==> src/rtl/digipot_spi_rx_if.sv <==
// digipot_spi_rx_if -- bundle for the 3-chip-select digipot write link.
//
// Signals:
//   sclk, sdi, cs1..cs3   serial link, driven by the master (cs active low)
//   dout, dest            last good word and the pot it targeted (0..2)
//   valid, err            one-clk pulses for a good / bad frame end
//   busy                  frame in progress
//   pot1_val..pot3_val    shadow copies of the three digipots
//   sdo                   read-back data, only with DIGIPOT_SPI_RX_SDO_EN
//
// Modports: master (link driver / consumer of results), slave (receiver).
interface digipot_spi_rx_if #(
  parameter int DATA_W = 8
);
  logic              sclk;
  logic              sdi;
  logic              cs1;
  logic              cs2;
  logic              cs3;
  logic [DATA_W-1:0] dout;
  logic [1:0]        dest;
  logic              valid;
  logic              err;
  logic              busy;
  logic [DATA_W-1:0] pot1_val;
  logic [DATA_W-1:0] pot2_val;
  logic [DATA_W-1:0] pot3_val;
`ifdef DIGIPOT_SPI_RX_SDO_EN
  logic              sdo;

  modport master (
    output sclk, sdi, cs1, cs2, cs3,
    input  dout, dest, valid, err, busy, pot1_val, pot2_val, pot3_val, sdo
  );

  modport slave (
    input  sclk, sdi, cs1, cs2, cs3,
    output dout, dest, valid, err, busy, pot1_val, pot2_val, pot3_val, sdo
  );
`else
  modport master (
    output sclk, sdi, cs1, cs2, cs3,
    input  dout, dest, valid, err, busy, pot1_val, pot2_val, pot3_val
  );

  modport slave (
    input  sclk, sdi, cs1, cs2, cs3,
    output dout, dest, valid, err, busy, pot1_val, pot2_val, pot3_val
  );
`endif
endinterface

==> src/rtl/digipot_spi_rx.sv <==
// digipot_spi_rx -- SPI-style slave receiver for the 3-chip-select digipot
// link. Oversamples sclk/sdi/cs1..cs3 with clk, deserializes 8-bit MSB-first
// frames, reports the target pot and keeps a shadow of each pot value.
//
// Ports:
//   clk   system clock
//   rst   asynchronous active-high reset
//   bus   digipot_spi_rx_if.slave (link inputs, dout/dest/valid/err/busy,
//         pot1_val..pot3_val, and sdo when enabled)
//
// Optional feature: define DIGIPOT_SPI_RX_SDO_EN to add the sdo read-back
// output, which shifts out the addressed pot's previous value during a write.
module digipot_spi_rx #(
  parameter int                DATA_W      = 8,
  parameter int                SYNC_STAGES = 2,
  parameter logic [DATA_W-1:0] RESET_VAL   = 8'h80
) (
  input logic             clk,
  input logic             rst,
  digipot_spi_rx_if.slave bus
);

  localparam logic [1:0] ST_IDLE     = 2'd0;
  localparam logic [1:0] ST_ACTIVE   = 2'd1;
  localparam logic [1:0] ST_ERR_WAIT = 2'd2;

  localparam int              CNT_W    = $clog2(DATA_W + 2);
  localparam logic [CNT_W-1:0] CNT_FULL = CNT_W'(DATA_W);
  localparam logic [CNT_W-1:0] CNT_OVR  = CNT_W'(DATA_W + 1);

  logic [4:0]        raw_in;
  logic [4:0]        sync_ff [SYNC_STAGES];
  logic [4:0]        sync_s;
  logic              sclk_hist;
  logic              sclk_rise;
  logic              sdi_s;
  logic [2:0]        cs_s;
  logic              one_low;
  logic [1:0]        idx_dec;

  logic [1:0]        state;
  logic [1:0]        sel_idx;
  logic [2:0]        cs_lat;
  logic [DATA_W-1:0] shift_reg;
  logic [CNT_W-1:0]  bit_cnt;
  logic [DATA_W-1:0] dout_q;
  logic [1:0]        dest_q;
  logic              valid_q;
  logic              err_q;
  logic [DATA_W-1:0] pot1_q;
  logic [DATA_W-1:0] pot2_q;
  logic [DATA_W-1:0] pot3_q;

  // Bit 0 sclk, bit 1 sdi, bits 4:2 cs3..cs1 (bit 2 = cs1).
  assign raw_in = {bus.cs3, bus.cs2, bus.cs1, bus.sdi, bus.sclk};

  // Synchronizers preset to 1 so every line looks idle out of reset.
  always_ff @(posedge clk or posedge rst) begin
    if (rst) begin
      for (int i = 0; i < SYNC_STAGES; i++) sync_ff[i] <= '1;
      sclk_hist <= 1'b1;
    end else begin
      sync_ff[0] <= raw_in;
      for (int i = 1; i < SYNC_STAGES; i++) sync_ff[i] <= sync_ff[i-1];
      sclk_hist <= sync_ff[SYNC_STAGES-1][0];
    end
  end

  assign sync_s    = sync_ff[SYNC_STAGES-1];
  assign sdi_s     = sync_s[1];
  assign cs_s      = sync_s[4:2];
  assign sclk_rise = sync_s[0] & ~sclk_hist;

  // Exactly-one-low decode of the synced chip selects.
  always_comb begin
    one_low = 1'b1;
    idx_dec = 2'd0;
    case (cs_s)
      3'b110:  idx_dec = 2'd0;
      3'b101:  idx_dec = 2'd1;
      3'b011:  idx_dec = 2'd2;
      default: one_low = 1'b0;
    endcase
  end

  // Frame FSM. The bit counter saturates at DATA_W+1 so that any overrun
  // stays distinguishable from a clean DATA_W-bit frame at cs release.
  always_ff @(posedge clk or posedge rst) begin
    if (rst) begin
      state     <= ST_IDLE;
      sel_idx   <= 2'd0;
      cs_lat    <= 3'b111;
      shift_reg <= '0;
      bit_cnt   <= '0;
      dout_q    <= '0;
      dest_q    <= 2'd0;
      valid_q   <= 1'b0;
      err_q     <= 1'b0;
      pot1_q    <= RESET_VAL;
      pot2_q    <= RESET_VAL;
      pot3_q    <= RESET_VAL;
    end else begin
      valid_q <= 1'b0;
      err_q   <= 1'b0;
      case (state)
        ST_IDLE: begin
          if (cs_s != 3'b111) begin
            if (one_low) begin
              state     <= ST_ACTIVE;
              sel_idx   <= idx_dec;
              cs_lat    <= cs_s;
              shift_reg <= '0;
              bit_cnt   <= '0;
            end else begin
              state <= ST_ERR_WAIT;
            end
          end
        end
        ST_ACTIVE: begin
          if (cs_s == 3'b111) begin
            state <= ST_IDLE;
            if (bit_cnt == CNT_FULL) begin
              valid_q <= 1'b1;
              dout_q  <= shift_reg;
              dest_q  <= sel_idx;
              case (sel_idx)
                2'd0:    pot1_q <= shift_reg;
                2'd1:    pot2_q <= shift_reg;
                default: pot3_q <= shift_reg;
              endcase
            end else begin
              err_q <= 1'b1;
            end
          end else if (cs_s != cs_lat) begin
            state <= ST_ERR_WAIT;
          end else if (sclk_rise) begin
            shift_reg <= {shift_reg[DATA_W-2:0], sdi_s};
            if (bit_cnt != CNT_OVR) bit_cnt <= bit_cnt + 1'b1;
          end
        end
        ST_ERR_WAIT: begin
          if (cs_s == 3'b111) begin
            err_q <= 1'b1;
            state <= ST_IDLE;
          end
        end
        default: state <= ST_IDLE;
      endcase
    end
  end

`ifdef DIGIPOT_SPI_RX_SDO_EN
  logic              sclk_fall;
  logic [DATA_W-1:0] out_sr;
  logic [DATA_W-1:0] load_val;

  assign sclk_fall = ~sync_s[0] & sclk_hist;

  always_comb begin
    case (idx_dec)
      2'd1:    load_val = pot2_q;
      2'd2:    load_val = pot3_q;
      default: load_val = pot1_q;
    endcase
  end

  // The leading sclk fall (before any rise) only sets up the master's first
  // bit, so the MSB must stay on sdo until the first rise has been counted.
  always_ff @(posedge clk or posedge rst) begin
    if (rst) begin
      out_sr <= '0;
    end else if (state == ST_IDLE && one_low) begin
      out_sr <= load_val;
    end else if (state == ST_ACTIVE && sclk_fall && bit_cnt != '0) begin
      out_sr <= {out_sr[DATA_W-2:0], 1'b0};
    end
  end

  assign bus.sdo = (state == ST_ACTIVE) ? out_sr[DATA_W-1] : 1'b0;
`endif

  assign bus.dout     = dout_q;
  assign bus.dest     = dest_q;
  assign bus.valid    = valid_q;
  assign bus.err      = err_q;
  assign bus.busy     = (state != ST_IDLE);
  assign bus.pot1_val = pot1_q;
  assign bus.pot2_val = pot2_q;
  assign bus.pot3_val = pot3_q;

endmodule

==> src/flat_wrapper.sv <==
// flat-port wrapper written by rule: the top's interface ports become plain ports
module digipot_spi_rx_flat 
#(
  parameter int                DATA_W      = 8,
  parameter int                SYNC_STAGES = 2,
  parameter logic [DATA_W-1:0] RESET_VAL   = 8'h80
)
  (clk, rst, bus_sclk, bus_sdi, bus_cs1, bus_cs2, bus_cs3, bus_dout, bus_dest, bus_valid, bus_err, bus_busy, bus_pot1_val, bus_pot2_val, bus_pot3_val);
  digipot_spi_rx_if #(.DATA_W(DATA_W)) bus_i ();
  input logic clk;
  input logic rst;
  input wire logic [$bits(bus_i.sclk)-1:0] bus_sclk;
  input wire logic [$bits(bus_i.sdi)-1:0] bus_sdi;
  input wire logic [$bits(bus_i.cs1)-1:0] bus_cs1;
  input wire logic [$bits(bus_i.cs2)-1:0] bus_cs2;
  input wire logic [$bits(bus_i.cs3)-1:0] bus_cs3;
  output wire logic [$bits(bus_i.dout)-1:0] bus_dout;
  output wire logic [$bits(bus_i.dest)-1:0] bus_dest;
  output wire logic [$bits(bus_i.valid)-1:0] bus_valid;
  output wire logic [$bits(bus_i.err)-1:0] bus_err;
  output wire logic [$bits(bus_i.busy)-1:0] bus_busy;
  output wire logic [$bits(bus_i.pot1_val)-1:0] bus_pot1_val;
  output wire logic [$bits(bus_i.pot2_val)-1:0] bus_pot2_val;
  output wire logic [$bits(bus_i.pot3_val)-1:0] bus_pot3_val;
  assign bus_i.sclk = bus_sclk;
  assign bus_i.sdi = bus_sdi;
  assign bus_i.cs1 = bus_cs1;
  assign bus_i.cs2 = bus_cs2;
  assign bus_i.cs3 = bus_cs3;
  assign bus_dout = bus_i.dout;
  assign bus_dest = bus_i.dest;
  assign bus_valid = bus_i.valid;
  assign bus_err = bus_i.err;
  assign bus_busy = bus_i.busy;
  assign bus_pot1_val = bus_i.pot1_val;
  assign bus_pot2_val = bus_i.pot2_val;
  assign bus_pot3_val = bus_i.pot3_val;
  digipot_spi_rx #(.DATA_W(DATA_W), .SYNC_STAGES(SYNC_STAGES), .RESET_VAL(RESET_VAL)) u_core (.clk(clk), .rst(rst), .bus(bus_i));
endmodule
==> config.mk <==
export PLATFORM = sky130hd
export DESIGN_NAME = digipot_spi_rx_flat
export DESIGN_NICKNAME = d
export VERILOG_FILES = /design/src/rtl/digipot_spi_rx_if.sv /design/src/rtl/digipot_spi_rx.sv /design/src/flat_wrapper.sv
export SDC_FILE = /design/constraint.sdc
export NUM_CORES = 1
export LEC_CHECK = 0
export ABC_AREA = 1
export CORE_ASPECT_RATIO = 0.75
export CORE_MARGIN = 2
export CORE_UTILIZATION = 35
export CTS_CLUSTER_SIZE = 25
export DETAILED_ROUTE_END_ITERATION = 7
export DONT_BUFFER_PORTS = 1
export SYNTH_ARGS = -nofsm -noshare
export SYNTH_HDL_FRONTEND = slang
export SYNTH_SLANG_ARGS = --single-unit
==> constraint.sdc <==
create_clock -name clk -period 4.9 [get_ports clk]
set_input_delay 0.49 -clock clk [delete_from_list [all_inputs] [get_ports clk]]
set_output_delay 0.49 -clock clk [all_outputs]
set_load 0.03 [all_outputs]
After elaboration in Yosys (flattened, before gate mapping)
Index checks and enable logic that the tools add are counted.
Widths: inputs -> output; s select.

word-level totals
  output and inout bits = 37
  flip-flop bits (word level) = 66
  logic and storage cells = 80
  bits in latches = 0
  input bits = 7
  ROM bits = 0
  memories kept = 0
  memory bits (writable) = 0

cells by class
  divide/modulo/power cells = 0
  magnitude comparators = 0
  multiply operators = 0
  bitwise gates (word level) = 3
  eq/ne operators = 19
  shifts and indexed selects = 0
  $add $sub $neg = 1
  multiplexer cells = 28
  reductions and logical operators = 14

operator list
  operator             count
  $mux 8               5
  $mux 4               6
  $pmux 8 s2           1
  $reduce_and 4->1     3
  $mux 2               5
  $ne 2x1->1 const B   5
  $eq 3x3->1 const B   3
  $reduce_and 3->1     3
  $pmux 4 s2           1
  $mux 1               7
  $reduce_and 7->1     1
  $pmux 2 s3           1
  $reduce_and 6->1     1
  $add 4x1->4 const B  1
  $eq 2x1->1 const B   2
  $eq 4x4->1 const B   1
  $logic_not 2->1      2
  $ne 2x2->1 const B   2
  $ne 4x4->1 const B   1
  $pmux 2 s2           1
  $reduce_bool 2->1    2
  $eq 3x2->1 const B   1
  $ne 3x1->1 const B   1
  $ne 3x3->1           1
  7 further kinds      8

Logic depth before layout (Yosys ltp)
  depth after elaboration = 6
  gate-level depth with buffers = 9
  mapped depth without buffers = 8

Worst setup path before layout
No wires, ideal clock.

  path kind = register to register
  start point = register u_core.state[1]
  end point = register u_core.pot1_q[5], in the netlist u_core.bus.pot1_val[5]
  cell stages (with the launch flop) = 10
  data required time = 4780 ps
  clock period less this slack = 1579 ps
  setup time = 120 ps
  arrival = 1458 ps
  path slack = 3321 ps
  buffers on the path = 2
  cell sequence = dfrtp_1 inv_1 ha_1 clkbuf_1 nand2_4 nor2_8 nand3_4 buf_6 nand2_2 o21ai_2

on the way
  cells in the longest elaborated chain, start to end = 2

ends and longest elaborated chain
  what                        RTL line               RTL
  start, declared             digipot_spi_rx.sv:41   logic [1:0] state;
  start signal, assigned      digipot_spi_rx.sv:90   state <= ST_IDLE;
  start signal, assigned      digipot_spi_rx.sv:109  state <= ST_ACTIVE;
  start signal, assigned      digipot_spi_rx.sv:115  state <= ST_ERR_WAIT;
  $eq 2x1->1                  digipot_spi_rx.sv:105  case (state)
  $reduce_and 4->1 (no line)  n/a
  end signal, assigned        digipot_spi_rx.sv:127  2'd0: pot1_q <= shift_reg;
  end, declared               digipot_spi_rx.sv:50   logic [DATA_W-1:0] pot1_q;

Every way passes these cells.
A chain may end at the register's enable or synchronous reset.

Worst setup path in the final report
  start point = register u_core.state[1]
  end point = register u_core.shift_reg[4]

on the way
  cells in the longest elaborated chain, start to end = 3
  elaborated cells between the ends (all ways) = 10
  those cells by class = eq/ne (6); mux (1); reduce/logical (3)

ends and longest elaborated chain
  what                                                  RTL line               RTL
  $eq 2x1->1 / $logic_not 2->1 (equally long branches)  digipot_spi_rx.sv:105
  $ne 2x1->1 (no line), or another cell as far along    n/a
  $reduce_and 6->1 (no line)                            n/a
  end signal, assigned                                  digipot_spi_rx.sv:137  shift_reg <= {shift_reg[DATA_W-2:0], sdi_s};
  end, declared                                         digipot_spi_rx.sv:44   logic [DATA_W-1:0] shift_reg;

Parallel ways exist; a longest one is shown, timed or not.

==> summary.md <==
| Metric | Value |
|---|---|
| Max Cap Viol | 0 |
| RSZ-0062 raised after global routing | false |
| WL final | about 5500 µm |
| Vias/cell | around 4.5 |
| Synth Net Count | 301 |
| Number of DRC markers in iteration 0 | 130 |
| Synth unique cells | 30 |
| Die W | 109 µm |
| Post-Syn Area | about 2900 µm² |
| CTS Sinks | 66 |
| IR Drop Worst-Case VDD | 0.136 mV |
| Row cnt | 28 |
| Crit path DAT | between 2 and 2.5 ns |
| #FFs+latches synth | between 60 and 70 |
| Hold Vio Cnt, Final | 0 |
| Clock Pin Slew Worst Setup and Hold Paths | approximately 0.070 ns |
| Syn_area_per_cell | approximately 10 µm² |
| Mapped Cells | approximately 290 |
| Pre-antenna DRT Iters | 4 |
| Final Setup Violations | 0 |
| Leading cell types by count after synthesis | nand2_1, dfrtp_1, inv_1, dfstp_2, o21ai_1 |
| Area delta synth->final | 9.54% |
| ANT cells | 0 |
| Total Routing Usage GR | about 14% |
| CTS Root Cell | clkbuf_8 |
| Int Pwr | roughly 0.9 mW |
| # port buffers | 0 |
| Switching share of power | approximately a third |
| DRC errors left | 0 |
| HPWL after DPL | 3870 µm |
| Nets | 305 |
| Remaining Overflow, GRT | 0 |
| Initial core utilization | 36.3% |
| Cell taking the most area after synthesis | dfrtp_1 |
| GPL Wtd Cong | roughly 0.79 |
| Max FO, Critical Path | 17 |
| Setup TNS | 0 ns |
| Post-CTS Setup Inserts | 0 |
| Ports | 44 |
| Leak | about 1.5 nW |
| Final Cycle Share | 40.9% |
| CTS tree | done |
| Busiest layer in global routing | met2 |
| Crit path launch type | flip-flop |
| Die H | a little over 80 µm |
| Layout cell share with drive strength beyond 1 | about 23% |
| Flop pwr share | 46.7% |
| Synth warn | 0 |
| # fillers | 801 |
| Post-cts resize count | 0 |
| Minimum clock period | around 2.0 ns |
| Maximum root-to-sink buffer count | 2 |
| Critical Path RT | about 5 ns |
| Number of flops mapped to enable cells by yosys | 0 |
| Top_reg_cell synth | dfrtp_1 |
| Top cell type's share of synthesized area | ~43% |
| Wirelength per Cell | roughly 14 µm |
| Final ANT Viol Nets | 0 |
| P_sw | between 0.4 and 0.5 mW |
| Worst Hold Class | primary input to flip-flop |
| Vias in the first global route | 1,735 |
| Met1 usage | 17.6% |
| Max-slew headroom | a little under half |
| Core Area | slightly below 8000 µm² |
| Final Util | 39.7% |
| Pins over their slew limit | 0 |
| Vias post-DR | between 1,500 and 2,000 |
| Met2 usage | between 15 and 20% |
| Largest net degree at the start of global routing | 67 |
| CTS Hold Bufs | 0 |
| Initial antenna violation count | 0 |
| First-pass GRT wire length | about 9000 µm |
| Synth async-reset ratio | 100% |
| Top cells by area, synth | dfrtp_1, dfstp_2, nand2_1 |
| Worst-Margin Slew | slightly above 0.8 ns |
| CTS Buf Count | 9 |
| Fmax | between 400 and 500 MHz |
| Clock power share | 34.1% |
| Crit. End Element | flip-flop |
| WS Path Type | flip-flop to flip-flop |
| H-tree levels | 3 |
| Skew-Pair Late Insertion Delay | ~0.35 ns |
| Met3 usage | a little under 7% |
| Gate power share | 19.3% |
| Total die area | 8960 µm² |
| Worst Skew | 0.00876 ns |
| Count leader, synth | nand2_1 |
| Power per standard cell area | around 430 nW/µm² |
| Status | finished clean |
| Register area share after synthesis | 58.2% |
==> worst max-delay path, stage by stage (launching register included) <==
cell     delay (ns)
dfrtp_1        0.40
inv_1          0.08
ha_1           0.54
nor2_1         0.14
a21oi_4        0.32
nand3_2        0.22
nand2_1        0.12
nand2_1        0.06
==> cell type report <==
type                    count  area, µm²  area share (%)
clock buffers               9        124            3.94
clock inverters             7       77.6            2.47
inverters                  37        139            4.41
multi-input cells         177        995            31.6
flip-flops and latches     66       1670            53.2
well taps                 105        131            4.17
repair buffers              1       7.51           0.239
==> layout by cell type, fill, tap and decap left out <==
cell type and instances:
o21bai_1 1, clkinv_2 1, clkinvlp_4 1, nand3_4 2
o22ai_1 1, o21ai_1 17, nor2_1 8, nand2_1 83
a21oi_4 1, inv_2 3, a21oi_1 2, ha_1 6
nor2_2 1, nand3_1 6, dfstp_2 17, buf_4 1
clkbuf_8 9, nor2_8 1, a21boi_0 1, inv_6 1
xnor2_1 2, nand4_1 12, inv_1 34, nor3b_1 1
o21ai_2 16, clkinv_4 3, o21ai_0 7, nor2_4 1
nand3_2 2, bufinv_16 1, dfrtp_1 49, nand2_4 2
nand2_2 4
==> final timing paths <==
| kind | slack [ns] | start | depth (start not counted) | end |
|---|---|---|---|---|
| min | 0.14 | bus_sdi | 0 | u_core.sync_ff[6] |
| min reg2reg | 0.36 | u_core.sync_ff[7] | 0 | u_core.sync_s[2] |
| min in group asynchronous | 0.26 | rst | 2 | u_core.bus.valid |
| max reg2reg | 2.90 | u_core.state[1] | 7 | u_core.shift_reg[4] |
| max in group asynchronous | 4.11 | rst | 2 | u_core.bit_cnt[2] |
| max | 2.90 | u_core.state[1] | 7 | u_core.shift_reg[4] |
==> power by group through the flow <==
| stage | registers [mW] | clock network, mW | logic (mW) |
|---|---|---|---|
| after global placement | 0.637 | 0 | 0.254 |
| after global routing | 0.635 | 0.505 | 0.299 |
| after floorplan | 0.632 | 0 | 0.221 |
| after detailed placement | 0.639 | 0 | 0.261 |
| after CTS | 0.629 | 0.479 | 0.263 |
| final | 0.629 | 0.459 | 0.260 |
==> per-stage QoR <==
stage	power [mW]	setup slack [ns]	hold WS [ns]	area, µm²	cells
after floorplan	0.853	2.78	0.345	2870	288
after global placement	0.891	3.01	0.347	2950	386
after detailed placement	0.900	2.89	0.347	2950	386
after CTS	1.37	2.87	0.114	3150	402
after global routing	1.44	2.66	0.106	3150	402
final	1.35	2.90	0.136	3150	402
==> cell families after synthesis <==
| kind of cell | share of synthesized area (%) |
|---|---|
| adder cells (fa/ha/maj) | 2.61 |
| AND/OR/NAND/NOR | 20.7 |
| AO/OA/AOI/OAI | 10.7 |
| flip-flops | 58.2 |
| XOR/XNOR | 0.610 |
| buffers and inverters | 7.14 |
==> per-layer routing <==
metal,up-vias,part of all wire [%]
li1,931,-
met1,838,48
met2,42,42
met3,7,8.8
met4,0,1.7
met5,-,0
Note: power is estimated with default switching activity, not from simulation.
